===== src/rtl/arch_cdc_sync_filter_if.sv =====
// ----------------------------------------------------------------------------
// arch_cdc_sync_filter_if
// Change-event stream carried out of arch_cdc_sync_filter.
//   chg_valid   : change event pending (producer -> consumer)
//   chg_ready   : consumer accepts the event (consumer -> producer)
//   chg_data    : filtered level vector at the most recent accepted change
//   chg_mask    : channels that changed since the last transfer
//   chg_overrun : a masked channel changed again while the event was pending
// Modports: master = producer (the synchroniser), slave = consumer.
// ----------------------------------------------------------------------------
interface arch_cdc_sync_filter_if #(
   parameter int WIDTH = 2
);
   logic             chg_valid;
   logic             chg_ready;
   logic [WIDTH-1:0] chg_data;
   logic [WIDTH-1:0] chg_mask;
   logic             chg_overrun;

   modport master (
      output chg_valid,
      output chg_data,
      output chg_mask,
      output chg_overrun,
      input  chg_ready
   );

   modport slave (
      input  chg_valid,
      input  chg_data,
      input  chg_mask,
      input  chg_overrun,
      output chg_ready
   );
endinterface


===== src/rtl/arch_cdc_sync_filter.sv =====
// ----------------------------------------------------------------------------
// arch_cdc_sync_filter
// Multi-channel synchroniser for asynchronous level inputs. Each channel runs
// through a SYNC_STAGES flop chain and then a deglitch filter that only
// accepts a new level after FILTER_LEN consecutive cycles. Accepted changes
// produce per-channel rise/fall pulses and a coalescing change-event stream.
// Ports:
//   dst_clk   : destination clock (only clock in the block)
//   dst_rst   : synchronous active-high reset
//   async_in  : asynchronous level inputs, WIDTH channels
//   dst_data  : filtered, synchronised levels
//   dst_rise  : one-cycle pulse on an accepted 0->1 change, per channel
//   dst_fall  : one-cycle pulse on an accepted 1->0 change, per channel
//   chg       : change-event stream (master side of arch_cdc_sync_filter_if)
// ----------------------------------------------------------------------------
module arch_cdc_sync_filter #(
   parameter int               WIDTH       = 2,
   parameter int               SYNC_STAGES = 3,
   parameter int               FILTER_LEN  = 4,
   parameter logic [WIDTH-1:0] RESET_VALUE = {WIDTH{1'b0}}
) (
   input  logic                   dst_clk,
   input  logic                   dst_rst,
   input  logic [WIDTH-1:0]       async_in,
   output logic [WIDTH-1:0]       dst_data,
   output logic [WIDTH-1:0]       dst_rise,
   output logic [WIDTH-1:0]       dst_fall,
   arch_cdc_sync_filter_if.master chg
);
   localparam int            CW      = (FILTER_LEN > 1) ? $clog2(FILTER_LEN) : 1;
   localparam logic [CW-1:0] CNT_MAX = CW'(FILTER_LEN - 1);

   // Stage 0 is the only flop that sees async_in; stage SYNC_STAGES-1 feeds the filter.
   (* ASYNC_REG = "TRUE", NOMERGE = "TRUE" *)
   logic [SYNC_STAGES-1:0][WIDTH-1:0] sync_q;
   logic [SYNC_STAGES-1:0][WIDTH-1:0] sync_d;

   logic [WIDTH-1:0][CW-1:0] cnt_q, cnt_d;
   logic [WIDTH-1:0]         data_q, data_d;
   logic [WIDTH-1:0]         rise_q, rise_d;
   logic [WIDTH-1:0]         fall_q, fall_d;

   logic                     chg_valid_q, chg_valid_d;
   logic [WIDTH-1:0]         chg_data_q, chg_data_d;
   logic [WIDTH-1:0]         chg_mask_q, chg_mask_d;
   logic                     chg_overrun_q, chg_overrun_d;

   logic [WIDTH-1:0]         chg_bits_s;   // channels of dst_data changing at this edge
   logic                     xfer_s;       // event handed to the consumer at this edge

   // Shift the synchroniser chain by one stage.
   always_comb begin
      sync_d = {sync_q[SYNC_STAGES-2:0], async_in};
   end

   // Deglitch filter: a differing level must persist FILTER_LEN cycles to be taken.
   always_comb begin
      data_d = data_q;
      cnt_d  = cnt_q;
      for (int i = 0; i < WIDTH; i++) begin
         if (sync_q[SYNC_STAGES-1][i] == data_q[i]) begin
            cnt_d[i] = {CW{1'b0}};
         end else if (cnt_q[i] == CNT_MAX) begin
            data_d[i] = sync_q[SYNC_STAGES-1][i];
            cnt_d[i]  = {CW{1'b0}};
         end else begin
            cnt_d[i] = cnt_q[i] + CW'(1);
         end
      end
      rise_d = data_d & ~data_q;
      fall_d = ~data_d & data_q;
   end

   // Change-event tracker: coalesces changes while an event waits for the consumer.
   always_comb begin
      chg_bits_s    = data_d ^ data_q;
      xfer_s        = chg_valid_q & chg.chg_ready;
      chg_valid_d   = chg_valid_q;
      chg_data_d    = chg_data_q;
      chg_mask_d    = chg_mask_q;
      chg_overrun_d = chg_overrun_q;
      if (!chg_valid_q) begin
         // Idle: chg_ready is ignored here.
         if (chg_bits_s != {WIDTH{1'b0}}) begin
            chg_valid_d   = 1'b1;
            chg_mask_d    = chg_bits_s;
            chg_data_d    = data_d;
            chg_overrun_d = 1'b0;
         end else begin
            chg_valid_d = 1'b0;
         end
      end else if (xfer_s) begin
         // A change landing on the transfer edge opens a fresh event so nothing is lost.
         if (chg_bits_s != {WIDTH{1'b0}}) begin
            chg_valid_d   = 1'b1;
            chg_mask_d    = chg_bits_s;
            chg_data_d    = data_d;
            chg_overrun_d = 1'b0;
         end else begin
            chg_valid_d   = 1'b0;
            chg_mask_d    = {WIDTH{1'b0}};
            chg_overrun_d = 1'b0;
         end
      end else begin
         if (chg_bits_s != {WIDTH{1'b0}}) begin
            chg_mask_d    = chg_mask_q | chg_bits_s;
            chg_data_d    = data_d;
            chg_overrun_d = chg_overrun_q | (|(chg_bits_s & chg_mask_q));
         end else begin
            chg_mask_d = chg_mask_q;
         end
      end
   end

   // State registers with synchronous reset.
   always_ff @(posedge dst_clk) begin
      if (dst_rst) begin
         sync_q        <= {SYNC_STAGES{RESET_VALUE}};
         cnt_q         <= {(WIDTH*CW){1'b0}};
         data_q        <= RESET_VALUE;
         rise_q        <= {WIDTH{1'b0}};
         fall_q        <= {WIDTH{1'b0}};
         chg_valid_q   <= 1'b0;
         chg_data_q    <= RESET_VALUE;
         chg_mask_q    <= {WIDTH{1'b0}};
         chg_overrun_q <= 1'b0;
      end else begin
         sync_q        <= sync_d;
         cnt_q         <= cnt_d;
         data_q        <= data_d;
         rise_q        <= rise_d;
         fall_q        <= fall_d;
         chg_valid_q   <= chg_valid_d;
         chg_data_q    <= chg_data_d;
         chg_mask_q    <= chg_mask_d;
         chg_overrun_q <= chg_overrun_d;
      end
   end

   assign dst_data        = data_q;
   assign dst_rise        = rise_q;
   assign dst_fall        = fall_q;
   assign chg.chg_valid   = chg_valid_q;
   assign chg.chg_data    = chg_data_q;
   assign chg.chg_mask    = chg_mask_q;
   assign chg.chg_overrun = chg_overrun_q;
endmodule


===== src/flat_wrapper.sv =====
// flat-port wrapper written by rule: the top's interface ports become plain ports
module arch_cdc_sync_filter_flat 
#(
   parameter int               WIDTH       = 2,
   parameter int               SYNC_STAGES = 3,
   parameter int               FILTER_LEN  = 4,
   parameter logic [WIDTH-1:0] RESET_VALUE = {WIDTH{1'b0}}
)
  (dst_clk, dst_rst, async_in, dst_data, dst_rise, dst_fall, chg_chg_valid, chg_chg_data, chg_chg_mask, chg_chg_overrun, chg_chg_ready);
  arch_cdc_sync_filter_if #(.WIDTH(WIDTH)) chg_i ();
  input  logic dst_clk;
  input  logic dst_rst;
  input  logic [WIDTH-1:0] async_in;
  output logic [WIDTH-1:0] dst_data;
  output logic [WIDTH-1:0] dst_rise;
  output logic [WIDTH-1:0] dst_fall;
  output wire logic [$bits(chg_i.chg_valid)-1:0] chg_chg_valid;
  output wire logic [$bits(chg_i.chg_data)-1:0] chg_chg_data;
  output wire logic [$bits(chg_i.chg_mask)-1:0] chg_chg_mask;
  output wire logic [$bits(chg_i.chg_overrun)-1:0] chg_chg_overrun;
  input wire logic [$bits(chg_i.chg_ready)-1:0] chg_chg_ready;
  assign chg_chg_valid = chg_i.chg_valid;
  assign chg_chg_data = chg_i.chg_data;
  assign chg_chg_mask = chg_i.chg_mask;
  assign chg_chg_overrun = chg_i.chg_overrun;
  assign chg_i.chg_ready = chg_chg_ready;
  arch_cdc_sync_filter #(.WIDTH(WIDTH), .SYNC_STAGES(SYNC_STAGES), .FILTER_LEN(FILTER_LEN), .RESET_VALUE(RESET_VALUE)) u_core (.dst_clk(dst_clk), .dst_rst(dst_rst), .async_in(async_in), .dst_data(dst_data), .dst_rise(dst_rise), .dst_fall(dst_fall), .chg(chg_i));
endmodule

===== config.mk =====
export PLATFORM = sky130hd
export DESIGN_NAME = arch_cdc_sync_filter_flat
export DESIGN_NICKNAME = d
export VERILOG_FILES = /design/src/rtl/arch_cdc_sync_filter_if.sv /design/src/rtl/arch_cdc_sync_filter.sv /design/src/flat_wrapper.sv
export SDC_FILE = /design/constraint.sdc
export NUM_CORES = 1
export LEC_CHECK = 0
export CAP_MARGIN = 20
export CELL_PAD_IN_SITES_DETAIL_PLACEMENT = 0
export CELL_PAD_IN_SITES_GLOBAL_PLACEMENT = 1
export CORE_UTILIZATION = 39
export DETAILED_ROUTE_END_ITERATION = 8
export GPL_TIMING_DRIVEN = 0
export HOLD_SLACK_MARGIN = 0.03
export PLACE_DENSITY_LB_ADDON = 0.1
export SLEW_MARGIN = 10
export SYNTH_ARGS = -nofsm -noshare
export SYNTH_HDL_FRONTEND = slang
export SYNTH_SLANG_ARGS = --single-unit

===== constraint.sdc =====
create_clock -name dst_clk -period 5.4 [get_ports dst_clk]
set_clock_uncertainty 0.05 [all_clocks]
set_input_delay 1.35 -clock dst_clk [delete_from_list [all_inputs] [get_ports dst_clk]]
set_output_delay 1.35 -clock dst_clk [all_outputs]
set_load 0.005 [all_outputs]

==> impl_results.md <==
* Floorplan die area at 2200 um^2
* Overall die height at 46.9 um
* Ys Warns at 0
* Antenna Cells at 0
* GR Layer Usage met1 at 15.3%
* Total track usage at 12.8%
* Wire length of the first global-routing pass at 1860 um
* Biggest cell delay along the critical path at 530 ps
* Ys async rst share at 0%
* H-tree Lvls at 1
* Detailed Place HPWL at 797 um
* Maximum clock frequency at 0.379 GHz
* Kind of end point of the critical path: primary output
* CP max stage cell: clkdlybuf4s50_1
* Initial DRT Pass Iterations at 2
* Filler cells at 174
* Main area contributors after synthesis: dfxtp_1, nor2b_1, ha_1, nor2_1, inv_1
* Iteration-0 DRC count of the detailed router at 1
* Most frequent cell after synthesis: dfxtp_1
* Register-to-Register Setup Slack at 3450 ps
* Leak at 0.414 nW
* Result of the run: completed
* Final net count at 109
* Cts-stage hold buffer count at 0
* Post-CTS clock slew at the launch and capture registers of the worst setup and hold paths at 110 ps
* Vias after detailed routing at 543
* Final hold viol count at 0
* Slew of the pin with the lowest slew margin at 335 ps
* Via count of the first global-routing pass at 453
* Peak supply drop at 0.147 mV
* Root Buffer Master: clkbuf_4
* Yosys reg bits at 22
* Final Setup Violations at 0
* Antenna violations before repair at 0
* Buffering stage count on the worst path with inverters included at 1
* Nature of the critical path startpoint: flop
* Met3 Resource Use GR at 4.62%
* Worst Reg2Reg Path Length in Cells at 7
* Cells along the critical path: clkdlybuf4s50_1
* Max-cap violations at 0
* CP required at 4000 ps
* Unrepaired setup endpoints after global routing: no
* Area growth from synthesis to layout at 27.2%
* Maximum fanout encountered on the critical timing path at 5
* Critical path's top delay family: buffers and inverters
* Sequential element share of the synthesized area at 56.1%
* Port Buffer Count at 16
* TritonCTS buffer count at 3
* Number of flops mapped to enable cells by yosys at 0
* Grt total ovfl at 0
* Floorplan Core Area at 1800 um^2
* Post_cts resized at 0
* Number of instances in the synthesized netlist at 77
* Starting Density at 43.6%
* Max-slew violation count at 0
* Power per standard cell area at 242 nW/um^2
* Hold Path Stages at 1
* Startpoint of the tightest hold check path: u_core.cnt_q[0]$_SDFF_PP0_
* Terminating pin of the worst hold path: u_core.cnt_q[0]$_SDFF_PP0_
* Portion of synthesized cell area occupied by the leading cell type at 56.1%
* Relative slew margins at 77.0%
* Avg WL per Cell at 9.05 um
* DRC violation count after routing at 0
* Share of final-layout standard cells stronger than drive strength 1 at 5.21%
* Routed via count divided by cell count at 4.49
* Number of library cell types mapped by synthesis at 16
* Post-detailed-routing wire length at 1100 um
* Width of the chip at 46.9 um
* Busiest layer in global routing: met2
* Top FF cell, synth: dfxtp_1
* CTS sink count at 22
* Setup TNS after final layout at 0 ps
* Post-Synthesis Cell Area at 786 um^2
* Count of pins on the block boundary at 17
* Worst flop-to-flop path endpoint: u_core.chg.chg_overrun$_SDFFE_PP0P_
* Critical path class: flop to primary output
* Met2 routing resource usage after global routing at 19.2%
* Number of nets produced by synthesis at 88
* Worst hold path class: flop to flop
* Number of routed nets with antenna violations at 0
* RR Startpoint: u_core.cnt_q[0]$_SDFF_PP0_
* Post-route fraction of the period consumed by the critical path at 48.9%
* Clock Path Buffers at 2
* Number of buffers inserted to repair setup after CTS at 0
* Minimum clock period after layout at 2640 ps
* Dominant cell type by area after synthesis: dfxtp_1
* GP Congestion at 0.688
* Post-Syn Area per Cell at 10.2 um^2
* Leading cell types by count after synthesis: dfxtp_1, nor2b_1, nor2_1
* Data arrival, critical path at 1240 ps
* Clock tree from TritonCTS: done
* Worst-skew pair later-pin latency at 290 ps
* Placement row count at 15
* Hold Slack at 373 ps
* Largest net degree at the start of global routing at 12
==> stage by stage <==
step | instances | utilization, % | setup slack [ps] | cell area, um^2 | total power, mW
floorplan | 77 | - | 3360 | 786 | 0.172
global placement | 118 | 54.2 | 2820 | 977 | 0.176
detailed placement | 118 | 54.2 | 2820 | 977 | 0.176
CTS | 121 | 55.5 | 2730 | 1000 | 0.246
global route | 121 | 55.5 | 2680 | 1000 | 0.254
finish | 121 | 55.5 | 2760 | 1000 | 0.242
==> report_power, final <==
group,total [mW],switching [mW],internal (mW),leakage (nW)
clock,0.0698,0.0439,0.0259,0.0138
sequential,0.165,0.000560,0.164,0.178
combinational,0.00770,0.00324,0.00446,0.222
==> cells by family after synthesis <==
group / after synthesis / share of synthesized area (%)
fa+ha+maj: 6 / 9.55
xor+xnor: 2 / 2.23
compound gates: 9 / 7.32
simple gates: 26 / 17.2
buf+inv: 10 / 5.09
mux: 2 / 2.55
flops: 22 / 56.1
==> cells in the final DEF, fill, tap and decap left out, types with 2 or more instances in the layout <==
cell type and n:
clkdlybuf4s50_1 16, nor2_1 10, nor2b_1 13, mux2i_1 2
or3_1 2, o21ai_0 2, clkbuf_4 3, xnor2_1 2
dfxtp_1 22, a21oi_1 3, inv_1 8, ha_1 6
a211oi_1 2
==> worst max path at each step <==
| stage | cells after the start | endpoint | start | slack, ps |
|---|---|---|---|---|
| after floorplan | 3 | u_core.cnt_q[0]$_SDFF_PP0_ | dst_rst | 3360 |
| after global placement | 4 | u_core.chg.chg_data[1]$_SDFFE_PP0N_ | dst_rst | 2820 |
| after detailed placement | 4 | u_core.chg.chg_data[0]$_SDFFE_PP0N_ | dst_rst | 2820 |
| after CTS | 1 | dst_data[1] | u_core.dst_data[1]$_SDFF_PP0_ | 2730 |
| after global routing | 1 | dst_data[1] | u_core.dst_data[1]$_SDFF_PP0_ | 2680 |
| final | 1 | dst_data[1] | u_core.dst_data[1]$_SDFF_PP0_ | 2760 |
==> sequential cells by signal (all words and copies together), names as in the netlist <==
register,flops
u_core.chg.chg_mask,2
u_core.cnt_q,4
u_core.dst_data,2
u_core.dst_rise,2
u_core.chg.chg_overrun,1
u_core.sync_q,6
u_core.chg.chg_valid,1
u_core.dst_fall,2
u_core.chg.chg_data,2
==> layout make-up <==
cell class / instances / area [um^2] / area share [%]
inverter: 8 / 30.0 / 3.00
multi-input combinational: 45 / 305 / 30.5
sequential: 22 / 440 / 44.1
buffer: 2 / 10.0 / 1.00
tap: 25 / 31.3 / 3.13
clock buffer: 3 / 22.5 / 2.25
timing repair buffer: 16 / 160 / 16.0
==> per-layer routing <==
layer / up-vias / wire, um
li1: 289 / -
met1: 241 / 546
met2: 11 / 487
met3: 2 / 48
met4: 0 / 12
met5: - / 0
Power figures use the tool's default switching activity.
